===== src/rtl/pipeline_hazard_ctrl.sv =====
// Pipeline sequencing controller: per-stage enables, IF/ID flush, ID/EX bubble.
// Define PIPELINE_HAZARD_PERF_EN to add stall_cnt/flush_cnt event counters.
module pipeline_hazard_ctrl #(
  parameter int FLUSH_DEPTH = 1,
  parameter int CNT_W       = 16
) (
  input  logic             clk,
  input  logic             rst,
  input  logic             id_valid,
  input  logic [3:0]       id_ropA,
  input  logic [3:0]       id_ropB,
  input  logic             id_ropA_is_reg,
  input  logic             id_ropB_is_reg,
  input  logic             id_is_store,
  input  logic [3:0]       id_rd,
  input  logic             ex_valid,
  input  logic             ex_is_load,
  input  logic [3:0]       ex_rd,
  input  logic             ex_branch_taken,
  input  logic             mem_req,
  input  logic             mem_ready,
  output logic             pc_en,
  output logic             ifid_en,
  output logic             idex_en,
  output logic             exmem_en,
  output logic             memwb_en,
  output logic             ifid_flush,
`ifdef PIPELINE_HAZARD_PERF_EN
  output logic             idex_bubble,
  output logic [CNT_W-1:0] stall_cnt,
  output logic [CNT_W-1:0] flush_cnt
`else
  output logic             idex_bubble
`endif
);

  typedef enum logic [1:0] {
    RUN, LDSTALL, FLUSH, MEMWAIT
  } state_t;

  localparam logic [2:0] FC_INIT = 3'(FLUSH_DEPTH - 1);
  localparam state_t BR_NEXT = (FLUSH_DEPTH > 1) ? FLUSH : RUN;

  state_t     state_q, state_d;
  state_t     ret_q, ret_d;
  state_t     eff;
  logic [2:0] fcnt_q, fcnt_d;
  logic       hazard;
  logic       memstall;
  logic       uses_rd;

  assign uses_rd =
    (id_ropA_is_reg & (id_ropA == ex_rd)) |
    (id_ropB_is_reg & (id_ropB == ex_rd)) |
    (id_is_store    & (id_rd   == ex_rd));

  assign hazard = ex_valid & ex_is_load & id_valid &
                  (ex_rd != 4'd15) & uses_rd;

  assign memstall = mem_req & ~mem_ready;

  // MEMWAIT exit resumes the frozen state; LDSTALL resumes as RUN
  assign eff = (state_q == MEMWAIT) ? ret_q : state_q;

  always_comb begin
    pc_en       = 1'b1;
    ifid_en     = 1'b1;
    idex_en     = 1'b1;
    exmem_en    = 1'b1;
    memwb_en    = 1'b1;
    ifid_flush  = 1'b0;
    idex_bubble = 1'b0;
    state_d     = state_q;
    ret_d       = ret_q;
    fcnt_d      = fcnt_q;
    if (rst) begin
      pc_en       = 1'b0;
      ifid_en     = 1'b0;
      idex_en     = 1'b0;
      exmem_en    = 1'b0;
      memwb_en    = 1'b0;
      ifid_flush  = 1'b1;
      idex_bubble = 1'b1;
      state_d     = RUN;
      ret_d       = RUN;
      fcnt_d      = 3'd0;
    end else if (memstall) begin
      pc_en    = 1'b0;
      ifid_en  = 1'b0;
      idex_en  = 1'b0;
      exmem_en = 1'b0;
      memwb_en = 1'b0;
      state_d  = MEMWAIT;
      if (state_q != MEMWAIT)
        ret_d = (state_q == FLUSH) ? FLUSH : RUN;
    end else if (ex_branch_taken) begin
      ifid_flush  = 1'b1;
      idex_bubble = 1'b1;
      fcnt_d      = FC_INIT;
      state_d     = BR_NEXT;
    end else if (eff == FLUSH) begin
      ifid_flush = 1'b1;
      fcnt_d     = fcnt_q - 3'd1;
      state_d    = (fcnt_q == 3'd1) ? RUN : FLUSH;
    end else if (hazard) begin
      pc_en       = 1'b0;
      ifid_en     = 1'b0;
      idex_bubble = 1'b1;
      state_d     = LDSTALL;
    end else begin
      state_d = RUN;
    end
  end

  always_ff @(posedge clk) begin
    if (rst) begin
      state_q <= RUN;
      ret_q   <= RUN;
      fcnt_q  <= 3'd0;
    end else begin
      state_q <= state_d;
      ret_q   <= ret_d;
      fcnt_q  <= fcnt_d;
    end
  end

`ifdef PIPELINE_HAZARD_PERF_EN
  always_ff @(posedge clk) begin
    if (rst) begin
      stall_cnt <= '0;
      flush_cnt <= '0;
    end else begin
      if (!pc_en && (stall_cnt != '1))
        stall_cnt <= stall_cnt + 1'b1;
      if (ifid_flush && (flush_cnt != '1))
        flush_cnt <= flush_cnt + 1'b1;
    end
  end
`else
  logic unused_cnt_w;
  assign unused_cnt_w = |CNT_W;
`endif

endmodule


===== config.mk =====
export PLATFORM = sky130hd
export DESIGN_NAME = pipeline_hazard_ctrl
export DESIGN_NICKNAME = d
export VERILOG_FILES = /design/src/rtl/pipeline_hazard_ctrl.sv
export SDC_FILE = /design/constraint.sdc
export NUM_CORES = 1
export LEC_CHECK = 0
export ABC_CLOCK_PERIOD_IN_PS = 3700
export CELL_PAD_IN_SITES_DETAIL_PLACEMENT = 1
export CELL_PAD_IN_SITES_GLOBAL_PLACEMENT = 2
export CORE_MARGIN = 2
export CORE_UTILIZATION = 20
export CTS_BUF_LIST = sky130_fd_sc_hd__clkbuf_8
export DETAILED_ROUTE_END_ITERATION = 12
export GPL_TIMING_DRIVEN = 0
export PLACE_DENSITY_LB_ADDON = 0.15
export SETUP_SLACK_MARGIN = 0.02
export SLEW_MARGIN = 20
export SYNTH_ARGS = -nofsm -noshare
export SYNTH_HDL_FRONTEND = slang
export SYNTH_SLANG_ARGS = --single-unit

===== constraint.sdc =====
create_clock -name clk -period 3.7 [get_ports clk]
set_input_delay 0.74 -clock clk [delete_from_list [all_inputs] [get_ports clk]]
set_output_delay 0.74 -clock clk [all_outputs]
set_load 0.02 [all_outputs]

# After elaboration in Yosys (flattened, before gate mapping)
# Cells that the tools add are included.
dict set report word_totals {
  reg_bits 7
  output_inout_bits 7
  inputBits 27
}
dict set report classes {
  n_reduce_logical 3
  addsub 1
  n_mux 25
  bitwise_logic 12
  eq_ne 9
}
# op n
set op_table {}
lappend op_table {{$mux W1} 17}
lappend op_table {{$eq A4 B4 Y1} 3}
lappend op_table {{$mux W2} 6}
lappend op_table {{$and A1 B1 Y1} 8}
lappend op_table {{$eq A2 B2 Y1 const B} 3}
lappend op_table {{$mux W3} 2}
lappend op_table {{$ne A4 B4 Y1 const B} 1}
lappend op_table {{$reduce_and A2 Y1} 2}
lappend op_table {{$eq A3 B1 Y1 const B} 1}
lappend op_table {{$sub A3 B1 Y3 const B} 1}
lappend op_table {{$ne A2 B2 Y1 const B} 1}
lappend op_table {{$not A1 Y1} 2}
lappend op_table {{$or A1 B1 Y1} 2}
lappend op_table {{$reduce_bool A2 Y1} 1}

# Logic depth before layout (Yosys ltp)
dict set report depth {
  word_depth 10
  mapped_depth 6
  depth_no_buf 5
}

# Least setup slack after synthesis
# OpenSTA, ideal clock, no wires.
dict set report synth_path {
  path_type {input port to output port}
  from {in mem_req}
  to {out pc_en}
  cell_stages 5
  required_time_ps 2960
  setup_slack_ps 1062
  n_path_buf 2
  arrival_ps 1898
  cell_sequence {nor2b_1 > clkbuf_1 > nor2_1 > and2_1 > buf_4}
}
dict set report synth_between {
  elab_chain_cells 3
}
# element line
set synth_lines {}
lappend synth_lines {{from (decl)} 20} ;# input logic mem_req,
lappend synth_lines {{$and A1 B1 Y1} 60} ;# assign memstall = mem_req & ~mem_ready;
lappend synth_lines {{$mux W1 (2 in a row)} --}
lappend synth_lines {{to (decl)} 22} ;# output logic pc_en,
# Every way passes these cells.

# Final worst setup path
dict set report layout_path {
  from {in ex_rd[2]}
  to {out pc_en}
}
dict set report layout_between {
  elab_chain_cells 10
  elab_cells_between_ends 16
  classes_between {4 x eq/ne; 5 x mux; 7 x bitwise}
}
# element line
set layout_lines {}
lappend layout_lines {{from (decl)} 18} ;# input logic [3:0] ex_rd,
lappend layout_lines {{$eq A4 B4 Y1 (on tied branches)} {53, 54}}
lappend layout_lines {{$and A1 B1 Y1 (on tied branches)} {53, 54}}
lappend layout_lines {{$or A1 B1 Y1} 53} ;# (id_ropA_is_reg & (id_ropA == ex_rd)) |
lappend layout_lines {{$or A1 B1 Y1} 54} ;# (id_ropB_is_reg & (id_ropB == ex_rd)) |
lappend layout_lines {{$and A1 B1 Y1 (*)} 58} ;# (ex_rd != 4'd15) & uses_rd;
lappend layout_lines {{$mux W1 (*)} 105} ;# end else if (hazard) begin
lappend layout_lines {{$mux W1 (*)} 101} ;# end else if (eff == FLUSH) begin
lappend layout_lines {{$mux W1 (*)} 96} ;# end else if (ex_branch_taken) begin
lappend layout_lines {{$mux W1 (*)} 87} ;# end else if (memstall) begin
lappend layout_lines {{$mux W1 (*)} 76} ;# if (rst) begin
# Mark *: on every way between the ends. The rest lies on a longest branch, timed or not.

==> flow_summary.yaml <==
worst_setup_path:
  critPathLaunchType: "primary input"
  required_ps: 2960
  cp-end-kind: "output pin"
  path_class: "primary input to output pin"
  reg2regPathDepth: 5
  crit_path_max_fanout: 4
  critPathCapture: "pc_en"
  rr_startpoint: "state_q[0]$_SDFF_PP0_"
  rr_endpoint: "fcnt_q[0]$_SDFFE_PP0P_"
  startpoint: "ex_rd[2]"
  arrival_ps: 2780
  r2r_setup_slack_ps: 2440
power:
  p_leak_nw: 0.352
  irDropWorstVdd_mv: 0.198
  power.density_nw_per_um2: 271
  swShare: 0.277
  pwr-share-seq: 0.267
  internal-power_mw: 0.188
  power.switching_mw: 0.0718
  p_comb_frac: 0.339
  clkPwrFrac: 0.394
cts:
  tritoncts: "built"
  insertion_delay_ps: 230
  cts_root_buffer: "clkbuf_8"
  cts_max_level: 1
  cts_buffer_depth: 2
  ctsResizeCount: 0
  cts_setup_buffers: 0
  postCtsHoldBufs: 0
  cts.clk_slew.worst_paths_ps: 40
  clkSinkCount: 6
  numCtsBuffers: 3
synth:
  ys_seq_elements: 6
  synth_area_leaders: "dfxtp_1, xor2_1, a21oi_1, nor4_2, nor2_1"
  ys_types: 24
  synth_area_um2: 549
  avgSynthCellArea_um2: 7.52
  ys_seq_area_frac: 0.219
  netlist_top_cells_count: "nor2_1, xor2_1, a21oi_1"
  yosysWarnings: 0
  ys.flop_type: "dfxtp_1"
  ys_async_sr_fraction: 0
  yosys.area.top_type_share: 0.219
  syn_nets: 102
  synth.largest_area_cell: "dfxtp_1"
  synth_edf_count: 0
  syn_inst: 73
cells_and_area:
  final_nets: 139
  area_growth_pct: 74.3
  stdcell_area_um2: 957
  drive_above_1_share: 0.102
  antenna_cells: 0
grt:
  grt_overflow_total: 0
  grt_pass1_vias: 696
  grt_pass1_wl_mm: 2.96
  track_usage: 0.117
  antenna_found_initial: 0
  grt_max_degree: 11
place:
  portBuffers: 32
  dpl_cell_area_um2: 908
  dp_hpwl_mm: 1.43
  place.gp.congestion: 0.695
sta:
  fin_crit_sh: 0.950
  hold_viol: 0
  rsz0062_at_grt: "true"
  slew_headroom: 0.717
  max_freq_ghz: 0.284
  fin_skew_ps: 5.36
  setup_viol: 0
  min_period_ps: 3520
  slew_viol_final: 0
  timing.setup.tns_ps: 0
  tightest_slew_ps: 424
  worst_hold_slack_ps: 502
detailed_routing:
  drt_iter0_markers: 6
  wire_per_inst_um: 11.8
  ant_nets: 0
  num_vias: 626
  routed_wl_mm: 1.63
  first_pass_iters: 3
  drc_errors: 0
  viasPerCell: 4.50
floorplan:
  core-area_um2: 2690
  core.rowCount: 19
  ios: 34
  dieWidth_um: 56.4
  dieArea_um2: 3180
  start_util: 0.204
  dieHeight_um: 56.4
min_path:
  min_path_type: "flop to flop"
  holdPathStages: 2
job:
  max_cap_viol_count: 0
status:
  outcome: "finished clean"
state kept, by name (all words and copies together), names as in the netlist:
| register | cells |
|---|---|
| state_q | 2 |
| ret_q | 1 |
| fcnt_q | 3 |
cell families (layout without fill, tap and decap cells):
group                    Yosys count  after routing  share of synthesized area
flip-flops                         6              6                      0.219
AO/OA/AOI/OAI                     15             15                      0.169
AND/OR/NAND/NOR                   27             27                      0.280
adder cells (fa/ha/maj)            2              2                     0.0456
buffers and inverters             11             46                     0.0957
XOR/XNOR                          12             12                      0.191
layout make-up:
type | count | area [µm²]
Fill cell | 335 | 1730
Tap cell | 31 | 38.8
Inverter | 5 | 18.8
Clock buffer | 3 | 41.3
Multi-Input combinational cell | 56 | 382
Buffer | 6 | 33.8
Sequential cell | 6 | 120
Timing Repair Buffer | 32 | 323
cells in the final DEF, fill, tap and decap left out, types with 2 or more instances in the layout:
cell type	n
xor2_1	9
buf_4	3
nand2_1	3
ha_1	2
a21oi_1	8
nor4_2	3
clkbuf_8	3
dfxtp_1	6
xnor2_1	3
nor2b_1	2
nand2b_1	2
nor3_1	2
nor2_1	9
o21ai_0	3
clkbuf_1	3
nor4_1	2
inv_1	5
clkdlybuf4s50_1	31
stage by stage:
step / util / total power [mW] / std cells / setup slack, ps
2_1_floorplan: - / 0.111 / 73 / 1060
3_3_place_gp: 0.338 / 0.158 / 136 / 95.0
3_5_place_dp: 0.338 / 0.160 / 136 / 79.4
4_1_cts: 0.354 / 0.265 / 139 / 82.2
5_1_grt: 0.356 / 0.279 / 139 / 10.4
6_report: 0.356 / 0.259 / 139 / 184
critical path: stages:
cell,delay (ps)
clkdlybuf4s50_1,610
xnor2_1,160
nand2_1,90
nor4_2,220
o31ai_2,140
and2_1,180
buf_4,120
clkdlybuf4s50_1,520
power by group through the flow:
stage | combinational [mW] | clock, mW | sequential, mW
2_1_floorplan | 0.0415 | 0 | 0.0698
6_report | 0.0880 | 0.102 | 0.0692
4_1_cts | 0.0897 | 0.106 | 0.0692
3_3_place_gp | 0.0880 | 0 | 0.0701
3_5_place_dp | 0.0895 | 0 | 0.0702
5_1_grt | 0.0967 | 0.113 | 0.0696
layer usage:
layer,vias up,GRT usage,wire (µm)
li1,316,-,-
met1,291,0.143,711
met2,19,0.202,836
met3,0,0.0346,86
met4,0,0.0238,0
met5,-,0,0
worst min-delay path by stage:
| stage | startpoint | to | slack (ps) |
|---|---|---|---|
| global route | fcnt_q[1]$_SDFFE_PP0P_ | fcnt_q[1]$_SDFFE_PP0P_ | 530 |
| global placement | fcnt_q[1]$_SDFFE_PP0P_ | fcnt_q[1]$_SDFFE_PP0P_ | 470 |
| detailed placement | fcnt_q[1]$_SDFFE_PP0P_ | fcnt_q[1]$_SDFFE_PP0P_ | 490 |
| floorplan | fcnt_q[1]$_SDFFE_PP0P_ | fcnt_q[1]$_SDFFE_PP0P_ | 460 |
| finish | fcnt_q[2]$_SDFFE_PP0P_ | fcnt_q[2]$_SDFFE_PP0P_ | 500 |
| CTS | fcnt_q[1]$_SDFFE_PP0P_ | fcnt_q[1]$_SDFFE_PP0P_ | 500 |
No activity file was read; power rests on OpenSTA's default activity.
